<file path="config.mk">
export PLATFORM = sky130hd
export DESIGN_NAME = spike_rate_encoder
export DESIGN_NICKNAME = d
export VERILOG_FILES = /design/src/rtl/snn_pkg.sv /design/src/rtl/spike_encoder_element.sv /design/src/rtl/spike_rate_encoder.sv
export SDC_FILE = /design/constraint.sdc
export NUM_CORES = 1
export LEC_CHECK = 0
export ABC_AREA = 1
export BUFFER_PORTS_ARGS = -buffer_cell sky130_fd_sc_hd__buf_2
export CAP_MARGIN = 20
export CORE_MARGIN = 3
export CORE_UTILIZATION = 60
export CTS_CLUSTER_SIZE = 30
export DETAILED_ROUTE_END_ITERATION = 6
export HOLD_SLACK_MARGIN = 0.03
export PLACE_DENSITY = 0.84
export REMOVE_ABC_BUFFERS = 1
export SETUP_SLACK_MARGIN = 0.15
export SYNTH_ARGS = -nofsm -noshare
export SYNTH_HDL_FRONTEND = slang
export SYNTH_SLANG_ARGS = --single-unit
</file>
<file path="constraint.sdc">
create_clock -name clk -period 3.3 [get_ports clk]
set_input_delay 0.165 -clock clk [delete_from_list [all_inputs] [get_ports clk]]
set_output_delay 0.165 -clock clk [all_outputs]
set_load 0.05 [all_outputs]
</file>
<file path="src/rtl/snn_pkg.sv">
// Shared definitions for the spiking-network datapath blocks: encoder FSM
// states, the default timer width and the packed count-bus lane slicing.
package snn_pkg;

    localparam int DEFAULT_TIMER_WIDTH = 5;

    typedef enum logic {
        IDLE   = 1'b0,
        ENCODE = 1'b1
    } enc_state_t;

    function automatic int lane_lsb(input int lane, input int width);
        return lane * width;
    endfunction

endpackage

</file>
<file path="src/rtl/spike_encoder_element.sv">
// One rate-encoder lane: holds a clamped spike count and an error accumulator,
// firing whenever the accumulated count crosses the window length.
module spike_encoder_element
    import snn_pkg::*;
#(
    parameter int TIMER_WIDTH = DEFAULT_TIMER_WIDTH
) (
    input  logic                   clk,
    input  logic                   rst,
    input  logic                   load,
    input  logic                   step,
    input  logic [TIMER_WIDTH-1:0] interval,
    input  logic [TIMER_WIDTH-1:0] count_in,
    output logic                   spike
);

    logic [TIMER_WIDTH-1:0] count_q, count_d;
    logic [TIMER_WIDTH-1:0] acc_q, acc_d;
    logic                   spike_q, spike_d;
    logic [TIMER_WIDTH:0]   sum;

    // The remainder after a spike is always below the interval, so the
    // truncated subtraction cannot lose information.
    always_comb begin
        count_d = count_q;
        acc_d   = acc_q;
        spike_d = 1'b0;
        sum     = {1'b0, acc_q} + {1'b0, count_q};
        if (load) begin
            count_d = (count_in > interval) ? interval : count_in;
            acc_d   = '0;
        end else if (step) begin
            if (sum >= {1'b0, interval}) begin
                spike_d = 1'b1;
                acc_d   = sum[TIMER_WIDTH-1:0] - interval;
            end else begin
                acc_d   = sum[TIMER_WIDTH-1:0];
            end
        end
    end

    always_ff @(posedge clk or posedge rst) begin
        if (rst) begin
            count_q <= '0;
            acc_q   <= '0;
            spike_q <= 1'b0;
        end else begin
            count_q <= count_d;
            acc_q   <= acc_d;
            spike_q <= spike_d;
        end
    end

    assign spike = spike_q;

endmodule

</file>
<file path="src/rtl/spike_rate_encoder.sv">
// Rate encoder: accepts one count vector per window and spreads each channel's
// count evenly as spikes across N externally-strobed timesteps.
module spike_rate_encoder
    import snn_pkg::*;
#(
    parameter int NUM_CHANNELS = 3,
    parameter int TIMER_WIDTH  = DEFAULT_TIMER_WIDTH
) (
    input  logic                                clk,
    input  logic                                rst,
    input  logic [TIMER_WIDTH-1:0]              accumulate_interval,
    input  logic                                in_valid,
    output logic                                in_ready,
    input  logic [NUM_CHANNELS*TIMER_WIDTH-1:0] spike_counts,
    input  logic                                step_en,
    output logic [NUM_CHANNELS-1:0]             spikes,
    output logic                                spike_valid,
    output logic                                window_done,
    output logic                                busy
);

    localparam logic [TIMER_WIDTH-1:0] ONE = TIMER_WIDTH'(1);

    enc_state_t             state_q, state_d;
    logic [TIMER_WIDTH-1:0] timer_q, timer_d;
    logic [TIMER_WIDTH-1:0] interval_q, interval_d;
    logic                   spike_valid_q, spike_valid_d;
    logic                   window_done_q, window_done_d;
    logic                   transfer;
    logic                   step;
    logic [TIMER_WIDTH-1:0] lane_interval;

    // Lanes clamp against the incoming interval during a transfer, and
    // against the latched one while encoding.
    always_comb begin
        state_d       = state_q;
        timer_d       = timer_q;
        interval_d    = interval_q;
        spike_valid_d = 1'b0;
        window_done_d = 1'b0;
        transfer      = in_valid && (state_q == IDLE);
        step          = step_en && (state_q == ENCODE);
        lane_interval = transfer ? accumulate_interval : interval_q;
        if (transfer) begin
            interval_d = accumulate_interval;
            timer_d    = '0;
            if (accumulate_interval != '0) begin
                state_d = ENCODE;
            end else begin
                window_done_d = 1'b1;
            end
        end else if (step) begin
            spike_valid_d = 1'b1;
            timer_d       = timer_q + ONE;
            if (timer_q == interval_q - ONE) begin
                window_done_d = 1'b1;
                timer_d       = '0;
                state_d       = IDLE;
            end
        end
    end

    always_ff @(posedge clk or posedge rst) begin
        if (rst) begin
            state_q       <= IDLE;
            timer_q       <= '0;
            interval_q    <= '0;
            spike_valid_q <= 1'b0;
            window_done_q <= 1'b0;
        end else begin
            state_q       <= state_d;
            timer_q       <= timer_d;
            interval_q    <= interval_d;
            spike_valid_q <= spike_valid_d;
            window_done_q <= window_done_d;
        end
    end

    for (genvar k = 0; k < NUM_CHANNELS; k++) begin : g_lane
        spike_encoder_element #(
            .TIMER_WIDTH (TIMER_WIDTH)
        ) u_elem (
            .clk      (clk),
            .rst      (rst),
            .load     (transfer),
            .step     (step),
            .interval (lane_interval),
            .count_in (spike_counts[lane_lsb(k, TIMER_WIDTH) +: TIMER_WIDTH]),
            .spike    (spikes[k])
        );
    end

    assign in_ready    = (state_q == IDLE);
    assign busy        = (state_q == ENCODE);
    assign spike_valid = spike_valid_q;
    assign window_done = window_done_q;

endmodule

</file>
==> reports/results.ini, run 1 <==
[detailed_routing]
firstDrtPassIters = 4
dr_total_vias = 3427
drtAntennaViolNets = 0
drt_iter0_markers = 197
wl_um = 8750
wire_per_inst_um = 14.0
viasPerCell = 5.50
drc = 0

[floorplan]
die_h_um = 86.3
initial_core_util_pct = 63.5
pin_count = 31
die_area_um2 = 7450
die_w_um = 86.3
fp-row-count = 28
core_area_um2 = 6100

[logic_synthesis]
synth_area_um2 = 3870
synth.distinct_cells = 29
ys.warnings.count = 0
postSynthAreaPerCell_um2 = 7.50
synth_area_leader_cell = dfrtp_1
synthTopCellsByArea = dfrtp_1, nand2_1, ha_1, nand3_1, inv_1
syn_inst = 516
synth_top_area_share_pct = 29.7
yosysSeqAreaShare_pct = 29.7
ys_ff_latch = 46

[global_routing]
grt_pass1_wl_um = 15200
track_usage_pct = 25.4
grt_pass1_vias = 3303
grt_max_degree = 47
antenna_found_initial = 0
overflow = 0

[sta]
skew_ps = 9.83
fin_crit_ps = 2750
tightest_slew_ps = 925
fmax_mhz = 363
tns_ps = 0
rsz0062_at_grt = false
relSlewSlack_pct = 38.3
slew_violations = 0
finalSetupViolCount = 0
period_share_pct = 83.5
finalHoldViolCount = 0

[clock_network]
cts_tree = yes
cts_buffers = 5
cts_hold_buffers = 0
clock_tree.buffer_depth = 2
clkSinkCount = 46
htreeDepth = 2
clkTransAtPathRegs_ps = 80
cts_root_buf = clkbuf_8
clk_latency_ps = 300
cts_setup_buffers = 0
post_cts_resized = 0

[worst_setup_path]
crit_chain = inv_2 -> nand2_4 -> o21ai_2 -> inv_2 -> ha_1 -> fa_1 -> nor2_2 -> nor2_2 -> nor2_2 -> nor2_4 -> nand2_2 -> nand2_1 -> nand3_1 -> nand2_1
critPathSlowestCell = fa_1
end_kind = flop
slowest_delay_ps = 430
start_kind = flop
worstPathArrival_ps = 2940
cp_max_fo = 26
path_buf_inv = 2
critPathKind = reg2reg
worst_path_most_repeated_cell = nor2_2
cp.required_ps = 3490
path_delay_family = simple AND/OR/NAND/NOR gates

[status]
outcome = completed

[finish]
n_antenna_cell = 0
drive_above_1_share_pct = 13.1
final_net_count = 624
finalNonFillerCells = 623
syn_to_final_growth_pct = 7.79
postLayoutCoreUtil_pct = 68.4

[place]
io_buffers = 30
gp_routability_congestion = 0.954
dp.cells = 615
post-dp-hpwl_um = 6600

[job]
max_cap_violations = 0

[hold_path]
hold_path.class = in2async

kinds of logic after synthesis:
| logic type | count (synthesis) | share of synthesized area (%) |
|---|---|---|
| buf+inv | 75 | 8.34 |
| simple gates | 283 | 32.7 |
| fa+ha+maj | 53 | 18.3 |
| compound gates | 39 | 6.37 |
| xor+xnor | 20 | 4.53 |
| flops | 46 | 29.7 |
layout by cell type, fill, tap and decap left out, drive strengths merged:
cell type  instances
a21oi             18
nand3b             3
o21ai             18
nand2            170
fa                 6
o21bai             1
nor2              28
dfrtp             46
buf               34
nand3             78
bufinv             1
xor2              15
o211ai             2
clkbuf             7
inv               65
ha                47
or2                1
xnor2              5
nand4              3
Yosys cell counts:
library cell and number:
ha_1 47, o21ai_4 2, o21ai_0 7, nor2_2 9, buf_6 2, nor2_4 3, o211ai_2 2, nand3b_1 3
nand2_2 5, nand3_2 1, o21ai_1 6, nand2_4 3, fa_1 6, o21ai_2 3, o21bai_1 1, clkbuf_8 1
nor2_1 16, buf_4 3, buf_2 4, nand4_1 3, dfrtp_1 46, inv_2 3, a21oi_1 18, xor2_1 15
nand3_1 77, nand2_1 162, inv_1 62, or2_1 1, xnor2_1 5
sequential cells by signal, summed over array words and instances (netlist names):
name,count
busy,1
g_lane.u_elem.acc_q,15
g_lane.u_elem.count_q,15
g_lane.u_elem.spike,3
interval_q,5
spike_valid,1
timer_q,5
window_done,1
layer usage:
| layer | vias up | GRT usage (%) | wire [µm] |
|---|---|---|---|
| met2 | 119 | 41.6 | 3940 |
| li1 | 1732 | - | - |
| met4 | 0 | 7.93 | 197 |
| met1 | 1561 | 35.5 | 4070 |
| met3 | 15 | 2.95 | 534 |
| met5 | - | 0 | 0 |
final cells by class:
cell class              count  area [µm²]
flip-flops and latches     46        1150
multi-input cells         395        2400
clock inverters             1        30.0
inverters                  65         244
clock buffers               7        76.3
fillers                   492        1920
well taps                  75        93.8
repair buffers             34         180
worst paths after layout:
kind | from | slack, ps | to | cells after the start
max in group asynchronous | rst | 2650 | g_lane[0].u_elem.acc_q[4] | 2
worst max register to register | busy | 550 | g_lane[0].u_elem.acc_q[4] | 14
worst max-delay path | busy | 550 | g_lane[0].u_elem.acc_q[4] | 14
min in group clk | spike_counts[7] | 180 | g_lane[1].u_elem.count_q[2] | 3
worst min-delay path | rst | 60 | window_done | 2
worst min register to register | g_lane[2].u_elem.count_q[4] | 490 | g_lane[2].u_elem.count_q[4] | 2
metrics by stage:
step	setup slack [ps]	hold slack [ps]	instance area [µm²]
6_report	546	63.3	4170
5_1_grt	383	160	4170
4_1_cts	585	107	4170
3_5_place_dp	644	436	4070
3_3_place_gp	675	427	4070
2_1_floorplan	447	332	3790
Power of run 1 is left out: the tool's default activity adds up to more than one toggle a clock period on the data nets, which glitch-free logic cannot reach.
==> run 2, diff against run 1 <==
==> constraint.sdc (replaced) <==
create_clock -name clk -period 2.7 [get_ports clk]
set_input_delay 0.135 -clock clk [delete_from_list [all_inputs] [get_ports clk]]
set_output_delay 0.135 -clock clk [all_outputs]
set_load 0.05 [all_outputs]
==> run 2 against run 1 <==
Net effect: clock skew decreased by 2.5 ps; die area unchanged; maximum frequency increased by 11%; sequential share of layout area decreased by 1.6 points; final cell count increased by 1.6%; sequential cell count unchanged; non-clock buffer count increased by 10.
==> reports/results.ini, run 2 (synthesis results as in run 1) <==
[finish]
postLayoutCoreUtil_pct = 72.9
fillers = 451
largestRegisters = g_lane.u_elem.acc_q: 15 flops, g_lane.u_elem.count_q: 15 flops
layout_commonest_cell = nand2_1
syn_to_final_growth_pct = 14.8
drive_above_1_share_pct = 20.8
ff_latch_area_um2 = 1150
n_antenna_cell = 0
final_cell_mix = nand2_1, nand3_1, inv_1, dfrtp_1, ha_1
final_net_count = 634
multiInputGateArea_um2 = 2600

[floorplan]
core_area_um2 = 6100
initial_core_util_pct = 63.5
die_w_um = 86.3
die_h_um = 86.3
die_area_um2 = 7450
pin_count = 31
fp-row-count = 28

[detailed_routing]
drt-met1-wl_um = 4180
wl_um = 9600
dr_total_vias = 3586
viasPerCell = 5.67
drtAntennaViolNets = 0
drt_iter0_markers = 295
drc = 0
wl_met3_um = 565
top_layer = met4
wire_per_inst_um = 15.2
wl_met2_um = 4570
firstDrtPassIters = 5

[clock_network]
clock_tree.buffer_depth = 2
clkSinkCount = 46
cts_tree = yes
clkTransAtPathRegs_ps = 90
cts_root_buf = clkbuf_8
cts_hold_buffers = 0
clk_latency_ps = 320
cts_buffers = 5
htreeDepth = 2

[sta]
fin_crit_ps = 2490
relSlewSlack_pct = 36.3
skew_ps = 7.37
finalHoldViolCount = 0
fmax_mhz = 402
rsz0062_at_grt = true
fin_ws_ps = 214
tightest_slew_ps = 954
period_share_pct = 92.1
slew_violations = 0
finalSetupViolCount = 0

[worst_setup_path]
setup.worst_path.start = busy
start_kind = flop
r2r-start = busy
end_kind = flop
critPathKind = reg2reg
cp_max_fo = 12
cp.required_ps = 2910
worstPathArrival_ps = 2700

[global_routing]
overflow = 0
antenna_found_initial = 0
grt_max_degree = 47
grt_pass1_wl_um = 15400
track_usage_pct = 25.7
grt_pass1_vias = 3360

[job]
max_cap_violations = 0

[status]
outcome = completed

[hold_path]
hold_path.class = in2async

[place]
dp_slack_ps = 123
post-dp-hpwl_um = 6680
io_buffers = 30
gp_routability_congestion = 1.00

[run 2: changes by cell type in the layout (fill, tap and decap cells not counted), sizes merged]
| cell | delta |
|---|---|
| buf | +10 |
| clkbuf | -2 |
| clkinv | +2 |
| bufinv | -1 |
| clkinvlp | +1 |
[run 2: worst max-delay path, stage by stage, from the launching register on]
cell and delay (ps):
dfrtp_1 420, inv_2 110, nand2_8 100, o21ai_4 240
inv_4 120, ha_1 260, fa_2 400, nor2_2 140
nor2_2 70, nor2_2 160, nor2_4 90, nand2_4 90
nand2_1 60, nand3_1 70, nand2_1 50
[run 2: timing repair]
action	in CTS	in global routing
gates cloned	0	0
setup buffers	0	7
gates resized for setup	1	37
endpoints found under the setup margin	5	19
pin swaps	0	15
[run 2: cell type report]
cell class	count	area share (%)
Multi-Input combinational cell	395	58.6
Sequential cell	46	26.0
Timing Repair Buffer	44	5.74
Inverter	65	5.55
Tap cell	75	2.11
Clock buffer	5	1.55
Clock inverter	3	0.479
[run 2: final timing paths]
check	to	slack [ps]	cells past startpoint
setup / recovery	g_lane[2].u_elem.acc_q[2]	210	14
hold / removal	spike_valid	30	2
min in group clk	g_lane[1].u_elem.count_q[4]	110	3
max in group asynchronous	g_lane[0].u_elem.acc_q[1]	2020	2
hold reg to reg	g_lane[2].u_elem.count_q[3]	500	2
setup reg to reg	g_lane[2].u_elem.acc_q[2]	210	14
[run 2: layer usage]
layer	vias to the layer above	GRT usage, %
met3	36	4.75
met2	166	43.8
met1	1639	32.5
met4	0	9.77
met5	-	0
li1	1745	-
[run 2: stage by stage]
stage,instances,setup TNS (ps),hold WS (ps),cell area (µm²)
final,633,0,32.1,4440
after global routing,633,0,120,4440
after detailed placement,618,0,407,4090
after global placement,618,0,403,4090
after floorplan,506,-1880,302,3790
after CTS,626,0,70.3,4190
Power of run 2 is left out for the same reason.
==> run 3, diff against run 2 <==
--- a/config.mk
+++ b/config.mk
@@ -5,11 +5,11 @@
 export SDC_FILE = /design/constraint.sdc
 export NUM_CORES = 1
 export LEC_CHECK = 0
-export ABC_AREA = 1
 export BUFFER_PORTS_ARGS = -buffer_cell sky130_fd_sc_hd__buf_2
 export CAP_MARGIN = 20
 export CORE_MARGIN = 3
 export CORE_UTILIZATION = 60
+export CTS_CLUSTER_DIAMETER = 120
 export CTS_CLUSTER_SIZE = 30
 export DETAILED_ROUTE_END_ITERATION = 6
 export HOLD_SLACK_MARGIN = 0.03
==> run 3 against run 2 <==
Net effect: the run now ends with negative setup slack left; sequential cell count is the same; non-clock buffer count grew 60; die area shrank 8.5%; clock-buffer cell count grew 1; sequential share of layout area shrank 1.2 points; synthesized area shrank 9.1%.
==> reports/results.ini, run 3 <==
[status]
outcome = complete, but fails checks
violations = negative setup slack

[logic_synthesis]
synth_area_um2 = 3520
postSynthAreaPerCell_um2 = 9.72
ys_ff_latch = 46
synth_edf_count = 0
syn_inst = 362
synth_common_cells = ha_1, dfrtp_1, nand2_1, o21ai_0, mux2i_1
yosysSeqAreaShare_pct = 32.7
synth-main-ff-cell = dfrtp_1
ys.warnings.count = 0
async_reset_ff_share_pct = 100
synth.distinct_cells = 35
synthTopCellsByArea = dfrtp_1, ha_1, mux2i_1, o21ai_0, xor2_1
yosysMostFrequentCell = ha_1
synth_top_area_share_pct = 32.7
synth_area_leader_cell = dfrtp_1

[clock_network]
cts_hold_buffers = 0
cts_buffers = 5
cts_tree = yes
clk_latency_ps = 310
htreeDepth = 2
clkSinkCount = 46
clkTransAtPathRegs_ps = 90
cts_root_buf = clkbuf_8
clock_tree.buffer_depth = 2

[place]
gp_routability_congestion = 0.883
post-dp-hpwl_um = 6850
dp_slack_ps = -520
io_buffers = 30

[sta]
relSlewSlack_pct = 29.4
rsz0062_at_grt = true
finalHoldViolCount = 0
slew_violations = 0
fin_ws_ps = -535
finalSetupViolCount = 20
fmax_mhz = 309
skew_ps = 8.16
period_share_pct = 120
fin_crit_ps = 3240
tightest_slew_ps = 1060

[finish]
final_cell_mix = buf_4, dfrtp_1, nand2_1, ha_1, buf_2
drive_above_1_share_pct = 33.2
syn_to_final_growth_pct = 31.8
n_antenna_cell = 0
fillers = 285
final_net_count = 540
layout_commonest_cell = buf_4
largestRegisters = g_lane.u_elem.acc_q: 15 flops, g_lane.u_elem.count_q: 15 flops

[global_routing]
overflow = 0
antenna_found_initial = 0
track_usage_pct = 30.8
grt_pass1_wl_um = 15500
grt_max_degree = 47
grt_pass1_vias = 3227

[job]
max_cap_violations = 0

[worst_setup_path]
critPathKind = reg2reg
start_kind = flop
crit_chain = ha_2 -> fa_2 -> a21o_1 -> a21oi_2 -> xnor2_2 -> ha_1 -> and3_4 -> a311o_1 -> a221oi_4 -> buf_6 -> mux2i_2 -> a22o_1
slowest_delay_ps = 430
critPathSlowestCell = dfrtp_1
end_kind = flop
cp.required_ps = 2950
cp_max_fo = 6
worstPathArrival_ps = 3480

[floorplan]
initial_core_util_pct = 63.1
die_area_um2 = 6820
fp-row-count = 27
pin_count = 31
die_w_um = 82.6
core_area_um2 = 5570
die_h_um = 82.6

[detailed_routing]
drc = 0
viasPerCell = 6.29
dr_total_vias = 3372
wire_per_inst_um = 20.9
wl_um = 11200
drtAntennaViolNets = 0
drt_iter0_markers = 267
firstDrtPassIters = 5

[hold_path]
hold_path.class = in2async

## run 3: cell count changes after synthesis, moves of 7 or more
cell      before  now
nand2_1      162   41
mux2i_1        0   32
nor2_2         9    0
clkbuf_1       0    7
inv_1         62   21
o21ai_0        7   33
nand3_1       77    3
and3_1         0    7
## run 3: logic make-up after synthesis
kind of cell	share of synthesized area, %
mux	9.10
compound gates	16.4
xor+xnor	6.22
flops	32.7
simple gates	11.7
buf+inv	3.73
fa+ha+maj	20.1
## run 3: stage by stage
step	cells	TNS, ps	hold slack, ps	utilization, %	area (µm²)
after floorplan	352	-12150	285	-	3470
after global placement	513	-4490	397	74.7	4170
after detailed placement	513	-6860	416	74.7	4170
after CTS	529	-3930	85.3	80.0	4460
after global routing	536	-7500	115	83.2	4640
final	536	-5650	51.5	83.2	4640
## run 3: worst max-delay path: cells and delay by family (launching register included)
family | cells | cell delay, ps
adders and majority gates | 3 | 910
buffers and inverters | 1 | 180
xor gates and xnor gates | 1 | 110
muxes | 1 | 260
and+or+nand+nor | 1 | 200
AOI/OAI and AO/OA | 5 | 1090
DFF | 1 | 430
## run 3: final timing paths
| kind | startpoint | end | slack (ps) | depth (start not counted) |
|---|---|---|---|---|
| setup / recovery | g_lane[1].u_elem.count_q[0] | g_lane[1].u_elem.acc_q[0] | -540 | 12 |
| hold / removal | rst | g_lane[0].u_elem.count_q[1] | 50 | 2 |
| setup reg to reg | g_lane[1].u_elem.count_q[0] | g_lane[1].u_elem.acc_q[0] | -540 | 12 |
| hold reg to reg | g_lane[2].u_elem.count_q[3] | g_lane[2].u_elem.count_q[3] | 500 | 2 |
| max in group asynchronous | rst | g_lane[2].u_elem.acc_q[0] | 2030 | 2 |
| min in group clk | in_valid | busy | 90 | 3 |
## run 3: final cells by class
class	count	area [µm²]	area share, %
clock buffers	6	82.6	1.78
clock inverters	2	12.5	0.270
inverters	22	82.6	1.78
multi-input cells	284	2470	53.3
flip-flops and latches	46	1150	24.8
well taps	72	90.1	1.94
repair buffers	104	748	16.1
## run 3: layer usage
metal	track usage [%]	up-vias	wire, µm	part of all wire, %
li1	-	1481	-	-
met5	0	-	0	0
met3	6.72	50	1010	9.0
met4	13.2	0	497	4.4
met1	36.8	1629	4170	37
met2	53.2	212	5540	49
## run 3: what timing repair did
| item | 4_1_cts | 5_1_grt |
|---|---|---|
| endpoints found under the setup margin | 33 | 33 |
| resized for setup | 36 | 28 |
| pin swaps | 23 | 17 |
| buffers inserted | 8 | 7 |
Power of run 3 is left out for the same reason.
